### src/rtl/mux_arb_2_1.sv
// -----------------------------------------------------------------------------
// mux_arb_2_1
// Sequential front end for the 2:1 select datapath. Two valid/ready packet
// sources are arbitrated round-robin. The winner keeps the grant until its last
// beat. The registered select line (sel) drives the downstream 2:1 mux. The
// winning channel's beats are registered into a single-entry output buffer.
//
// Ports
//   clk                 single clock, all state changes on posedge
//   rst_n               synchronous active-low reset
//   i0_valid/data/last  channel 0 beat in;   i0_ready out
//   i1_valid/data/last  channel 1 beat in;   i1_ready out
//   sel                 registered select (0 = ch0, 1 = ch1)
//   y_valid/data/last   output buffer beat;  y_ready in
// -----------------------------------------------------------------------------
module mux_arb_2_1 #(
    parameter int DW = 8
) (
    input  logic          clk,
    input  logic          rst_n,
    input  logic          i0_valid,
    input  logic [DW-1:0] i0_data,
    input  logic          i0_last,
    output logic          i0_ready,
    input  logic          i1_valid,
    input  logic [DW-1:0] i1_data,
    input  logic          i1_last,
    output logic          i1_ready,
    output logic          sel,
    output logic          y_valid,
    output logic [DW-1:0] y_data,
    output logic          y_last,
    input  logic          y_ready
);

    typedef enum logic [1:0] {
        ST_IDLE  = 2'd0,
        ST_LOCK0 = 2'd1,
        ST_LOCK1 = 2'd2
    } state_e;

    state_e        state_q, state_d;
    logic          sel_q, sel_d;
    logic          prio_q, prio_d;
    logic          y_valid_q, y_valid_d;
    logic [DW-1:0] y_data_q, y_data_d;
    logic          y_last_q, y_last_d;

    logic          buf_free_s;
    logic          i0_ready_s;
    logic          i1_ready_s;
    logic          acc0_s;
    logic          acc1_s;

    // Ready/accept decode: depends only on state, buffer occupancy and y_ready,
    // never on the same channel's valid, so no combinational loop upstream.
    always_comb begin
        buf_free_s = ~y_valid_q | y_ready;
        i0_ready_s = rst_n & (state_q == ST_LOCK0) & buf_free_s;
        i1_ready_s = rst_n & (state_q == ST_LOCK1) & buf_free_s;
        acc0_s     = i0_valid & i0_ready_s;
        acc1_s     = i1_valid & i1_ready_s;
    end

    // Arbitration FSM: next state, select and round-robin priority.
    always_comb begin
        state_d = state_q;
        sel_d   = sel_q;
        prio_d  = prio_q;
        case (state_q)
            ST_IDLE: begin
                if (i0_valid & i1_valid) begin
                    // Tie: prio names the channel that wins.
                    if (prio_q) begin
                        state_d = ST_LOCK1;
                        sel_d   = 1'b1;
                    end else begin
                        state_d = ST_LOCK0;
                        sel_d   = 1'b0;
                    end
                end else if (i0_valid) begin
                    state_d = ST_LOCK0;
                    sel_d   = 1'b0;
                end else if (i1_valid) begin
                    state_d = ST_LOCK1;
                    sel_d   = 1'b1;
                end else begin
                    state_d = ST_IDLE;
                end
            end
            ST_LOCK0: begin
                // The lock is held even when the owner drops valid mid-packet.
                if (acc0_s & i0_last) begin
                    state_d = ST_IDLE;
                    prio_d  = 1'b1;
                end else begin
                    state_d = ST_LOCK0;
                end
            end
            ST_LOCK1: begin
                if (acc1_s & i1_last) begin
                    state_d = ST_IDLE;
                    prio_d  = 1'b0;
                end else begin
                    state_d = ST_LOCK1;
                end
            end
            default: begin
                state_d = ST_IDLE;
            end
        endcase
    end

    // Single-entry output buffer: load on accept, empty on downstream take.
    always_comb begin
        y_valid_d = y_valid_q;
        y_data_d  = y_data_q;
        y_last_d  = y_last_q;
        if (acc0_s) begin
            y_valid_d = 1'b1;
            y_data_d  = i0_data;
            y_last_d  = i0_last;
        end else if (acc1_s) begin
            y_valid_d = 1'b1;
            y_data_d  = i1_data;
            y_last_d  = i1_last;
        end else if (y_valid_q & y_ready) begin
            y_valid_d = 1'b0;
        end else begin
            y_valid_d = y_valid_q;
        end
    end

    // State register with synchronous active-low reset.
    always_ff @(posedge clk) begin
        if (!rst_n) begin
            state_q   <= ST_IDLE;
            sel_q     <= 1'b0;
            prio_q    <= 1'b0;
            y_valid_q <= 1'b0;
            y_data_q  <= {DW{1'b0}};
            y_last_q  <= 1'b0;
        end else begin
            state_q   <= state_d;
            sel_q     <= sel_d;
            prio_q    <= prio_d;
            y_valid_q <= y_valid_d;
            y_data_q  <= y_data_d;
            y_last_q  <= y_last_d;
        end
    end

    assign i0_ready = i0_ready_s;
    assign i1_ready = i1_ready_s;
    assign sel      = sel_q;
    assign y_valid  = y_valid_q;
    assign y_data   = y_data_q;
    assign y_last   = y_last_q;

endmodule

### config.mk
export PLATFORM = sky130hd
export DESIGN_NAME = mux_arb_2_1
export DESIGN_NICKNAME = d
export VERILOG_FILES = /design/src/rtl/mux_arb_2_1.sv
export SDC_FILE = /design/constraint.sdc
export NUM_CORES = 1
export LEC_CHECK = 0
export BUFFER_PORTS_ARGS = -buffer_cell sky130_fd_sc_hd__buf_2
export CORE_MARGIN = 1
export CORE_UTILIZATION = 45
export DETAILED_ROUTE_END_ITERATION = 12
export GPL_ROUTABILITY_DRIVEN = 0
export PLACE_DENSITY_LB_ADDON = 0.12
export SLEW_MARGIN = 20
export SYNTH_ARGS = -nofsm -noshare
export SYNTH_HDL_FRONTEND = slang
export SYNTH_SLANG_ARGS = --single-unit
### constraint.sdc
create_clock -name clk -period 2.5 [get_ports clk]
set_clock_uncertainty 0.1 [all_clocks]
set_input_delay 0.5 -clock clk [delete_from_list [all_inputs] [get_ports clk]]
set_output_delay 0.5 -clock clk [all_outputs]
set_load 0.02 [all_outputs]
# Yosys cells after proc, flatten, opt, wreduce, memory -nomap -nowiden
# Index checks and enable logic that the tools add are counted.
# Widths: inputs -> output; s select.
totals:
  word_cells: 50
  output_inout_bits: 13
  register_bits: 14
  inputBits: 23
op_classes:
  n_reduce_logical: 7
  bitwise: 12
  n_mux: 21
  n_eq_ne: 4
op_table:
  columns: ["operator", "count"]
  rows:
  - ["$mux 8", 2]
  - ["$mux 1", 12]
  - ["$and 1x1->1", 10]
  - ["$mux 2", 5]
  - ["$pmux 2 s3", 1]
  - ["$reduce_bool 3->1", 2]
  - ["$ne 2x1->1 const B", 2]
  - ["$reduce_bool 2->1", 2]
  - ["$reduce_and 3->1", 1]
  - ["$eq 2x1->1 const B", 1]
  - ["$eq 2x2->1 const B", 1]
  - ["$logic_not 2->1", 1]
  - ["$pmux 1 s2", 1]
  - ["$reduce_and 2->1", 1]
  - ["$not 1->1", 1]
  - ["$or 1x1->1", 1]

# Logic depth before layout (Yosys ltp)
depth:
  ltp_word: 7
  ltp_mapped: 6

# Worst setup path before layout
# OpenSTA, ideal clock, no wires.
synth_path:
  kind: "in2out"
  start: "input port rst_n"
  end: "output port i1_ready"
  path_slack_ns: 0.776
  cell_stages: 3
  arrival_ns: 1.124
  path_cell_list: "buf_4 > clkbuf_1 > and3_1"
synth_between:
  elab_chain_len: 2
synth_rtl:
  columns: ["element", "line_no", "text"]
  rows:
  - ["from (decl)", "20", "input logic rst_n,"]
  - ["$and 1x1->1 (2 in a row)", "60", "i1_ready_s = rst_n & (state_q == ST_LOCK1) & buf_free_s;"]
  - ["to (decl)", "28", "output logic i1_ready,"]
# Every way passes these cells.

# Worst setup path in the final report
layout_path:
  start: "register state_q[0]"
  end: "output port i1_ready"
layout_between:
  elab_chain_len: 3
layout_rtl:
  columns: ["element", "line_no", "text"]
  rows:
  - ["from (decl)", "42", "state_e state_q, state_d;"]
  - ["from (signal assigned)", "144", "state_q <= state_d;"]
  - ["$eq 2x2->1", "60", null]
  - ["$and 1x1->1 (2 in a row)", "60", null]
# Every way passes these cells.

==> results.sh <==
export IMPL_areaGrowthSynthToFinish_pct=28.75
export IMPL_clkSinkCount=14
export IMPL_dp_hpwl_um=1128
export IMPL_die_area_um2=1698
export IMPL_worst_r2r_path_depth=5
export IMPL_critPathSlowestCell="dfxtp_1"
export IMPL_antenna_left=0
export IMPL_critPathMaxFanout=5
export IMPL_grt_pass1_wl_um=2373
export IMPL_synth_area_um2=691.9
export IMPL_clkTransAtPathRegs_ns=0.08
export IMPL_syn_nets=115
export IMPL_die_w_um=41.21
export IMPL_end_kind="primary output"
export IMPL_setup_tns_final_ns=0
export IMPL_clock_fmax_ghz=0.5283
export IMPL_final_util=0.6520
export IMPL_netlist_instances=88
export IMPL_cts_hold_fix_buffers=0
export IMPL_vias=730
export IMPL_die_h_um=41.21
export IMPL_drt_iter0_markers=20
export IMPL_rsz0062_at_grt="false"
export IMPL_hp_start="sel"
export IMPL_power_total_mw=0.5609
export IMPL_wl_per_cell_um=11.78
export IMPL_grt_usage=0.2232
export IMPL_r2r_start="state_q[1]"
export IMPL_yosysWarnings=0
export IMPL_cp_data_arrival_time_ns=1.29
export IMPL_fin_crit_sh=0.7572
export IMPL_finalSetupViolCount=0
export IMPL_timing_final_crit_period_ns=1.893
export IMPL_slew_headroom=0.5722
export IMPL_drc=0
export IMPL_peakVddDrop_mv=0.2944
export IMPL_cap_violations=0
export IMPL_clockPowerShare=0.301
export IMPL_cp_start_kind="flop"
export IMPL_finalHoldViolations=0
export IMPL_worst_setup_path_type="flop to primary output"
export IMPL_cts_root_buf="clkbuf_4"
export IMPL_clock_path_buffers=2
export IMPL_status="complete, no violations"
export IMPL_tightest_slew_ns=0.6398
export IMPL_hold_depth=2
export IMPL_fillers=134
export IMPL_initial_utilization=0.5064
export IMPL_cts_buffers_inserted=3
export IMPL_ios=36
export IMPL_core_area_um2=1366
export IMPL_power_density_nw_per_um2=629.6
export IMPL_slew_viol_final=0
export IMPL_path_cells="inv_1, ha_1, and3_1, buf_2"
export IMPL_hold_ws_ns=0.3539
export IMPL_cts_resized=0
export IMPL_synth_cell_type_count=20
export IMPL_sequentialPowerShare=0.464
export IMPL_p_leak_nw=0.4333
export IMPL_firstDrtPassIters=4
export IMPL_r2r_end="y_data[1]"
export IMPL_cts_tree="built"
export IMPL_antenna_found_initial=0
export IMPL_cts_htree_levels=1
export IMPL_power_switching_mw=0.1710
export IMPL_grt_ovfl_total=0
export IMPL_clk_latency_ns=0.28
export IMPL_dp_cells=133
export IMPL_nets=150
export IMPL_synth_seq_cells=14
export IMPL_row_count=13
export IMPL_grt_start_max_net_pins=20
export IMPL_hold_path_class="flop to flop"
export IMPL_required_ns=1.90
export IMPL_combPwrFrac=0.236
export IMPL_drt_total_wl_um=1614
export IMPL_yosysSeqAreaShare=0.4051
export IMPL_cts_setup_buffers=0
export IMPL_hold_end="sel"
export IMPL_r2r_setup_slack_ns=0.66
export IMPL_power_internal_mw=0.3898
export IMPL_via_per_inst=5.328
export IMPL_drive_above_1_share=0.3279
export IMPL_synth_area_per_cell_um2=7.863
export IMPL_numPortBuffers=35
export IMPL_final_cells=137
export IMPL_grt_pass1_vias=608
export IMPL_p_sw_frac=0.3049
export IMPL_max_stage_delay_ns=0.36
export IMPL_n_antenna_cell=0
## final cells by class
cell class	instances	area, um2	area share
multi-input combinational	64	361.6	0.4059
timing repair buffer	35	175.2	0.1966
clock buffer	4	36.28	0.04073
tap	15	18.77	0.02107
inverter	5	18.77	0.02107
sequential	14	280.3	0.3146
## routing by layer
metal | vias to the layer above | wire [um] | GRT usage
li1 | 377 | - | -
met1 | 325 | 760 | 0.2597
met2 | 24 | 743 | 0.3555
met3 | 4 | 85 | 0.06522
met4 | 0 | 24 | 0.1371
met5 | - | 0 | 0
## registers in the layout (all words and copies together), names as in the netlist
name and cells:
y_data 8, sel 1, state_q 2, y_last 1
y_valid 1, prio_q 1
## cells in the mapped netlist
cell type	n	share of area
clkbuf_1	2	0.011
nand2b_1	1	0.0090
nand2b_4	1	0.020
o21ai_0	11	0.080
inv_1	5	0.027
and3_1	2	0.018
o211ai_1	1	0.011
nand2_1	24	0.13
buf_2	1	0.0072
a21oi_1	3	0.022
and4_1	1	0.013
nor2_1	1	0.0054
dfxtp_1	14	0.41
nand4_1	3	0.027
buf_4	1	0.011
a32o_1	1	0.014
ha_1	4	0.072
a21o_1	1	0.011
buf_6	1	0.016
a31oi_1	10	0.090
## metrics by stage
stage	setup WS, ns	instance area, um2
floorplan	0.7759	691.9
global placement	0.5364	854.6
detailed placement	0.4671	854.6
CTS	0.6003	890.9
global route	0.4499	890.9
finish	0.6071	890.9
## worst max-delay path by stage
stage	from	endpoint	slack (ns)	cells after the start
floorplan	rst_n	i1_ready	0.78	3
detailed placement	rst_n	y_data[1]	0.47	4
CTS	state_q[0]	i1_ready	0.60	4
global route	state_q[1]	y_data[1]	0.45	5
global placement	rst_n	y_data[6]	0.54	4
finish	state_q[0]	i1_ready	0.61	4
## critical path, delay by kind of cell (launching register included)
family	cells	cell delay, ns
adders and majority gates	1	0.24
buffers and inverters	2	0.22
DFF	1	0.36
and+or+nand+nor	1	0.18
## layout by cell type, fill, tap and decap left out, drive strengths merged
cell	n
buf	35
nand2	24
dfxtp	14
o21ai	11
a31oi	10
inv	5
ha	4
clkbuf	4
nand4	3
a21oi	3
and3	2
nand2b	2
and4	1
a21o	1
o211ai	1
nor2	1
a32o	1
## kinds of logic after synthesis
logic type | synth area share
AO/OA/AOI/OAI | 0.2278
AND/OR/NAND/NOR | 0.2224
adder cells (fa/ha/maj) | 0.07234
flip-flops | 0.4051
buffers and inverters | 0.07234
## power groups by stage
stage / Combinational, mW / Clock (mW) / Sequential (mW)
finish: 0.132 / 0.169 / 0.260
global route: 0.147 / 0.183 / 0.263
CTS: 0.133 / 0.169 / 0.260
detailed placement: 0.131 / 0 / 0.265
global placement: 0.129 / 0 / 0.265
floorplan: 0.0705 / 0 / 0.281
Power figures use the tool's default switching activity.
